--- config.mk ---
export PLATFORM = sky130hd
export DESIGN_NAME = data_register_reader
export DESIGN_NICKNAME = d
export VERILOG_FILES = /design/src/rtl/data_register_reader.sv
export SDC_FILE = /design/constraint.sdc
export NUM_CORES = 1
export LEC_CHECK = 0
export CAP_MARGIN = 5
export CORE_MARGIN = 1
export CORE_UTILIZATION = 48
export DETAILED_ROUTE_END_ITERATION = 12
export GPL_ROUTABILITY_DRIVEN = 1
export PLACE_DENSITY = 0.92
export SLEW_MARGIN = 30
export SYNTH_ARGS = -nofsm -noshare
export SYNTH_HDL_FRONTEND = slang
export SYNTH_SLANG_ARGS = --single-unit
--- constraint.sdc ---
create_clock -name clk -period 2.92 [get_ports clk]
set_clock_uncertainty 0.2 [all_clocks]
set_input_delay 0.584 -clock clk [delete_from_list [all_inputs] [get_ports clk]]
set_output_delay 0.584 -clock clk [all_outputs]
set_load 0.01 [all_outputs]
--- src/rtl/data_register_reader.sv ---
// Block-read engine: streams word_count registers from start_address out over valid/ready (option: DATA_REGISTER_READER_PARITY_EN).
// Latency: first tx_valid 2 cycles after start; at most one word every 2 cycles.
// Backpressure: tx_data/tx_valid hold while tx_ready=0; start is ignored while busy.
module data_register_reader #(
   parameter int ADDR_WIDTH_RF = 4,
   parameter int DATA_WIDTH    = 16
) (
   input  logic                     clk,
   input  logic                     reset_n,
   input  logic                     start,
   input  logic [ADDR_WIDTH_RF-1:0] start_address,
   input  logic [ADDR_WIDTH_RF:0]   word_count,
   output logic [ADDR_WIDTH_RF-1:0] rf_address,
   input  logic [DATA_WIDTH-1:0]    rf_read_data,
   output logic [DATA_WIDTH-1:0]    tx_data,
   output logic                     tx_valid,
   input  logic                     tx_ready,
`ifdef DATA_REGISTER_READER_PARITY_EN
   output logic                     tx_parity,
`endif
   output logic                     busy,
   output logic                     done
);

   typedef enum logic [1:0] {
      IDLE  = 2'd0,
      FETCH = 2'd1,
      SEND  = 2'd2,
      DONE  = 2'd3
   } state_t;

   localparam logic [ADDR_WIDTH_RF:0] LAST_WORD = 1;

   state_t                   state_q, state_d;
   logic [ADDR_WIDTH_RF-1:0] addr_q, addr_d;
   logic [ADDR_WIDTH_RF:0]   rem_q, rem_d;
   logic [DATA_WIDTH-1:0]    data_q, data_d;
   logic                     valid_q, valid_d;
   logic                     busy_q, busy_d;
   logic                     done_q, done_d;

   always_comb begin
      state_d = state_q;
      addr_d  = addr_q;
      rem_d   = rem_q;
      data_d  = data_q;
      valid_d = valid_q;
      case (state_q)
         IDLE: begin
            if (start) begin
               addr_d  = start_address;
               rem_d   = word_count;
               state_d = (word_count == '0) ? DONE : FETCH;
            end
         end
         FETCH: begin
            // Read is combinational, so a same-edge write is not yet visible here.
            data_d  = rf_read_data;
            valid_d = 1'b1;
            state_d = SEND;
         end
         SEND: begin
            if (valid_q && tx_ready) begin
               valid_d = 1'b0;
               rem_d   = rem_q - 1'b1;
               if (rem_q == LAST_WORD) begin
                  state_d = DONE;
               end else begin
                  addr_d  = addr_q + 1'b1;
                  state_d = FETCH;
               end
            end
         end
         DONE:    state_d = IDLE;
         default: state_d = IDLE;
      endcase
   end

   // busy drops on the same edge that raises the single-cycle done pulse.
   assign busy_d = (state_d != IDLE);
   assign done_d = (state_q == DONE);

   always_ff @(posedge clk or negedge reset_n) begin
      if (!reset_n) begin
         state_q <= IDLE;
         addr_q  <= '0;
         rem_q   <= '0;
         data_q  <= '0;
         valid_q <= 1'b0;
         busy_q  <= 1'b0;
         done_q  <= 1'b0;
      end else begin
         state_q <= state_d;
         addr_q  <= addr_d;
         rem_q   <= rem_d;
         data_q  <= data_d;
         valid_q <= valid_d;
         busy_q  <= busy_d;
         done_q  <= done_d;
      end
   end

`ifdef DATA_REGISTER_READER_PARITY_EN
   logic parity_q;

   always_ff @(posedge clk or negedge reset_n) begin
      if (!reset_n) begin
         parity_q <= 1'b0;
      end else begin
         parity_q <= ^data_d;
      end
   end

   assign tx_parity = parity_q;
`endif

   assign rf_address = addr_q;
   assign tx_data    = data_q;
   assign tx_valid   = valid_q;
   assign busy       = busy_q;
   assign done       = done_q;

endmodule

Yosys cells after proc, flatten, opt, wreduce, memory -nomap -nowiden
Index checks and enable logic that the tools add are counted.
W data, S select, Z words.
Storage, ports and cells
  register bits after elaboration: 30
  input bits: 29
  output and inout port bits: 23
  word-level logic and storage cells: 39
Operators by class
  $add $sub $neg: 2
  equal/unequal tests: 7
  mux-type cells: 14
  reduce and logical (&&, ||, !) cells: 9
Operators with widths (number)
  $mux W4: 3
  $mux W5: 2
  $pmux W5 S2: 1
  $mux W2: 4
  $pmux W2 S4: 1
  $pmux W4 S2: 1
  $ne A2 B2 Y1 const B: 3
  $reduce_bool A2 Y1: 3
  $eq A5 B1 Y1 const B: 1
  $logic_not A5 Y1: 1
  $sub A5 B1 Y5 const B: 1
  $add A4 B1 Y4 const B: 1
  $eq A2 B2 Y1 const B: 2
  $reduce_and A4 Y1: 1
  $reduce_and A3 Y1: 1
  $eq A2 B1 Y1 const B: 1
  $logic_not A2 Y1: 1
  $pmux W1 S2: 1
  $reduce_and A2 Y1: 1
  $logic_and A1 B1 Y1: 1
  $mux W1: 1

Longest topological paths before layout
  word-level depth: 5
  depth in mapped cells: 6
  depth with buffers taken out: 5

Worst setup path before layout
OpenSTA, ideal clock, no wires.
  path type: flip-flop to flip-flop
  start: reg rem_q[1]
  end: reg addr_q[1], in the netlist rf_address[1]
  library setup time: 0.125 ns
  arrival: 1.527 ns
  required time: 2.595 ns
  path slack: 1.068 ns
  cell stages (with the launch flop): 6
  buffers on the path: 0
  period minus slack after synthesis: 1.852 ns
  cells stage by stage: dfrtp_1 -> inv_1 -> ha_1 -> or4b_4 -> o22ai_4 -> mux2_4
Between the ends
  cells in the longest elaborated chain, start to end: 3
RTL lines
  from (decl): line 36  | logic [ADDR_WIDTH_RF:0] rem_q, rem_d;
  from (signal assigned): line 95  | rem_q <= rem_d;
  $eq A5 B1 Y1: line 66  | if (rem_q == LAST_WORD) begin
  $ne A2 B2 Y1 (no line)
  $reduce_and A4 Y1 (no line)
  to (signal assigned): line 94  | addr_q <= addr_d;
  to (decl): line 35  | logic [ADDR_WIDTH_RF-1:0] addr_q, addr_d;
No other way between the ends.
A chain may end at the register's enable or synchronous reset.

Final worst setup path
  start: reg addr_q[0], in the netlist rf_address[0]
  end: out rf_address[0]
RTL lines
  to (decl): line 13  | output logic [ADDR_WIDTH_RF-1:0] rf_address,
No word-level cell between the ends.

==> flow_summary_export.csv <==
group,metric,value,unit
global_route,met3_usage,8.036,%
finish,finalNetCount,210,
clock_tree,ctsHoldBuffers,0,
finish,syn_to_final_growth,41.23,%
synthesis,netlist_top_cells_area,"dfrtp_1 50%, mux2_2 13%, ha_1 2.5%, o22ai_1 2.1%, a32oi_1 1.8%",
worst_setup_path,critical_path_buf_inv_count,1,
placement,place_inst,202,
route,via_count,1250,
clock_tree,post_cts_buffers,0,
global_route,use_met1,26.81,%
worst_setup_path,max_stage_delay,580,ps
run_status,status,"complete, but fails checks",
worst_setup_path,rr_startpoint,"rem_q[1]",
synthesis,synth_largest_area_cell,"dfrtp_1",
synthesis,synth-async-reset-ratio,100.0,%
clock_tree,cts_resized,0,
worst_setup_path,end_kind,"output pin",
sta,slew-limit-headroom,41.97,%
floorplan,fp.coreArea,0.002853,mm^2
clock_tree,root_buffer,"clkbuf_4",
clock_tree,clock_latency,330,ps
synthesis,yosysWarnings,0,
global_route,grt.busiest_layer,"met2",
worst_setup_path,crit_type,"flop to output pin",
synthesis,synthFlopType,"dfrtp_1",
route,routed_wl,3.514,mm
clock_tree,numCtsBuffers,5,
synthesis,yosysMostFrequentCell,"dfrtp_1",
floorplan,initial_core_util,52.24,%
synthesis,synth-seq-cells,30,
floorplan,rows,19,
sta,setup_viol,0,
run_status,failed_checks,"DRC",
floorplan,fp.dieW,57.72,um
worst_setup_path,r2r_slack,940,ps
synthesis,postSynthCellCount,125,
placement,place_hpwl,2.482,mm
clock_tree,clk_pin_slew,100,ps
synthesis,synth.distinct_cells,44,
synthesis,synth-compound-area-share,14.69,%
sta,setup_tns,0,ps
floorplan,io_pins,52,
sta,rsz0062_at_grt,"false",
global_route,grt_pass1_vias,1239,
global_route,grt_overflow,0,
floorplan,die_h,57.72,um
sta,timing.fmax,462.9,MHz
sta,period_needed,2160,ps
synthesis,synthSimpleGateAreaFrac,14.27,%
synthesis,synth_fa_ha_area_share,2.519,%
placement,portBuffers,51,
finish,diodes,0,
placement,gp_routability_congestion,0.9096,
global_route,grt_start_max_net_pins,31,
worst_setup_path,required,2140,ps
route,wl_per_cell,16.73,um
power_and_ir_drop,cellPowerDensity,1102,mW/mm^2
synthesis,syn_area,0.001490,mm^2
flow_run,drv_cap,0,
synthesis,synth.area.mux_share,14.53,%
synthesis,synth-edff-count,0,
synthesis,synth_commonest_cells,"30 x dfrtp_1, 17 x mux2_2, 5 x nand3_1, 5 x o22ai_1",
power_and_ir_drop,p_leak,0.8636,nW
clock_tree,htreeDepth,2,
sta,timing.final.crit_share,73.98,%
route,viasPerCell,5.952,
worst_setup_path,crit_fanout,7,
synthesis,syn_avg_cell_area,11.92,um^2
floorplan,dieArea,0.003332,mm^2
synthesis,seq_area_frac_synth,50.38,%
clock_tree,clockBufferDepth,2,
worst_setup_path,worstSetupStartpointType,"flop",
route,post-route-drc-count,8,
route,drt_iter0_drc,48,
power_and_ir_drop,vdd_drop_max,0.0005692,V
finish,final-instance-count-excl-fill,210,
worst_setup_path,path_cells,"clkdlybuf4s50_1",
hold_path,hold_start,"tx_data[13]",
global_route,grtUsageMet2,37.04,%
worst_setup_path,cp.arrival,1380,ps
hold_path,holdPathStages,1,
synthesis,synth_xor_area_share,0,%
clock_tree,cts_sinks,30,
worst_setup_path,crit_cells,1,
worst_setup_path,r2r.worst_path.cells,5,
finish,fillers,193,
route,ant_nets,0,
synthesis,yosysTopAreaCellShare,50.38,%
sta,hold_viol,0,
global_route,grt_pass1_wl,5.589,mm
worst_setup_path,cp_slowest_cell,"clkdlybuf4s50_1",
clock_tree,cts_tree,"done",
worst_setup_path,crit_family,"buffers and inverters",
synthesis,syn-num-nets,157,
sta,tightest_slew,858.3,ps
global_route,grt_util_all_layers,22.81,%
finish,layout-drive-gt1-share,20.67,%
worst_setup_path,r2r_end,"rf_address[1]",
hold_path,hp-class,"flop to flop",
hold_path,holdPathEnd,"tx_data[13]",
synthesis,synth_top_family_by_area,"compound AO/OA/AOI/OAI gates",
route,drtPass1Iterations,9,
global_route,antenna_found_initial,0,
sta,timing.final.max_slew_violations,0,
worst max-delay path by stage:
stage | start | endpoint | slack [ps]
after detailed placement | start | rf_address[1] | 620
final | rf_address[0] | rf_address[0] | 760
after global routing | rf_address[0] | rf_address[0] | 710
after global placement | start | rf_address[1] | 660
after floorplan | rem_q[1] | rf_address[1] | 1070
after CTS | rf_address[0] | rf_address[0] | 750
per-layer routing:
| metal | routed length (um) | vias to the layer above |
|---|---|---|
| met3 | 362 | 8 |
| met2 | 1597 | 70 |
| met1 | 1469 | 597 |
| met4 | 85 | 0 |
| li1 | - | 575 |
| met5 | 0 | - |
kinds of logic after synthesis:
| group | count (synthesis) |
|---|---|
| AND/OR/NAND/NOR | 32 |
| flip-flops | 30 |
| AO/OA/AOI/OAI | 28 |
| multiplexers | 19 |
| buffers and inverters | 13 |
| adder cells (fa/ha/maj) | 3 |
area by class of cell:
class / instances / area (um^2) / share of cell area, %
sequential: 30 / 750.7 / 35.67
multi-input combinational: 82 / 685.7 / 32.58
timing repair buffer: 54 / 533.0 / 25.33
clock inverter: 3 / 40.04 / 1.902
tap: 31 / 38.79 / 1.843
clock buffer: 5 / 37.54 / 1.784
inverter: 5 / 18.77 / 0.8918
power breakdown:
group	total (mW)	internal, mW	switching (mW)
Sequential	0.845	0.625	0.221
Combinational	1.15	0.684	0.465
Clock	0.324	0.177	0.147
registers in the layout (all words and copies together), names as in the netlist:
signal      count
done            1
state_q         2
rem_q           5
rf_address      4
tx_valid        1
tx_data        16
busy            1
through the flow:
step                total power, mW  setup slack (ps)  area [um^2]  hold WS (ps)  util, %
floorplan                     1.477              1068         1490         88.41        -
global route                  2.464             713.7         2105         334.5    73.77
CTS                           2.330             746.7         2105         318.0    73.77
global placement              1.947             656.0         2027         288.8    71.05
finish                        2.319             759.9         2105         314.4    73.77
detailed placement            1.997             619.7         2027         298.2    71.05
cells in the final DEF (no fill, tap or decap), drive strengths merged, types with 2 or more instances in the layout:
master	synthesis	final
and2	3	3
o21ai	3	3
dfrtp	30	30
buf	3	3
nor3	2	2
o2bb2ai	2	2
nand2	2	2
nor3b	4	4
clkinv	0	2
o22ai	6	6
a22oi	2	2
o211ai	2	2
nor2b	3	3
mux2	18	18
a22o	2	2
clkdlybuf4s50	0	51
or3b	2	2
inv	5	5
a32oi	3	3
nor2	3	3
ha	3	3
clkbuf	5	5
nand3	5	5
No activity file was read; power rests on OpenSTA's default activity.
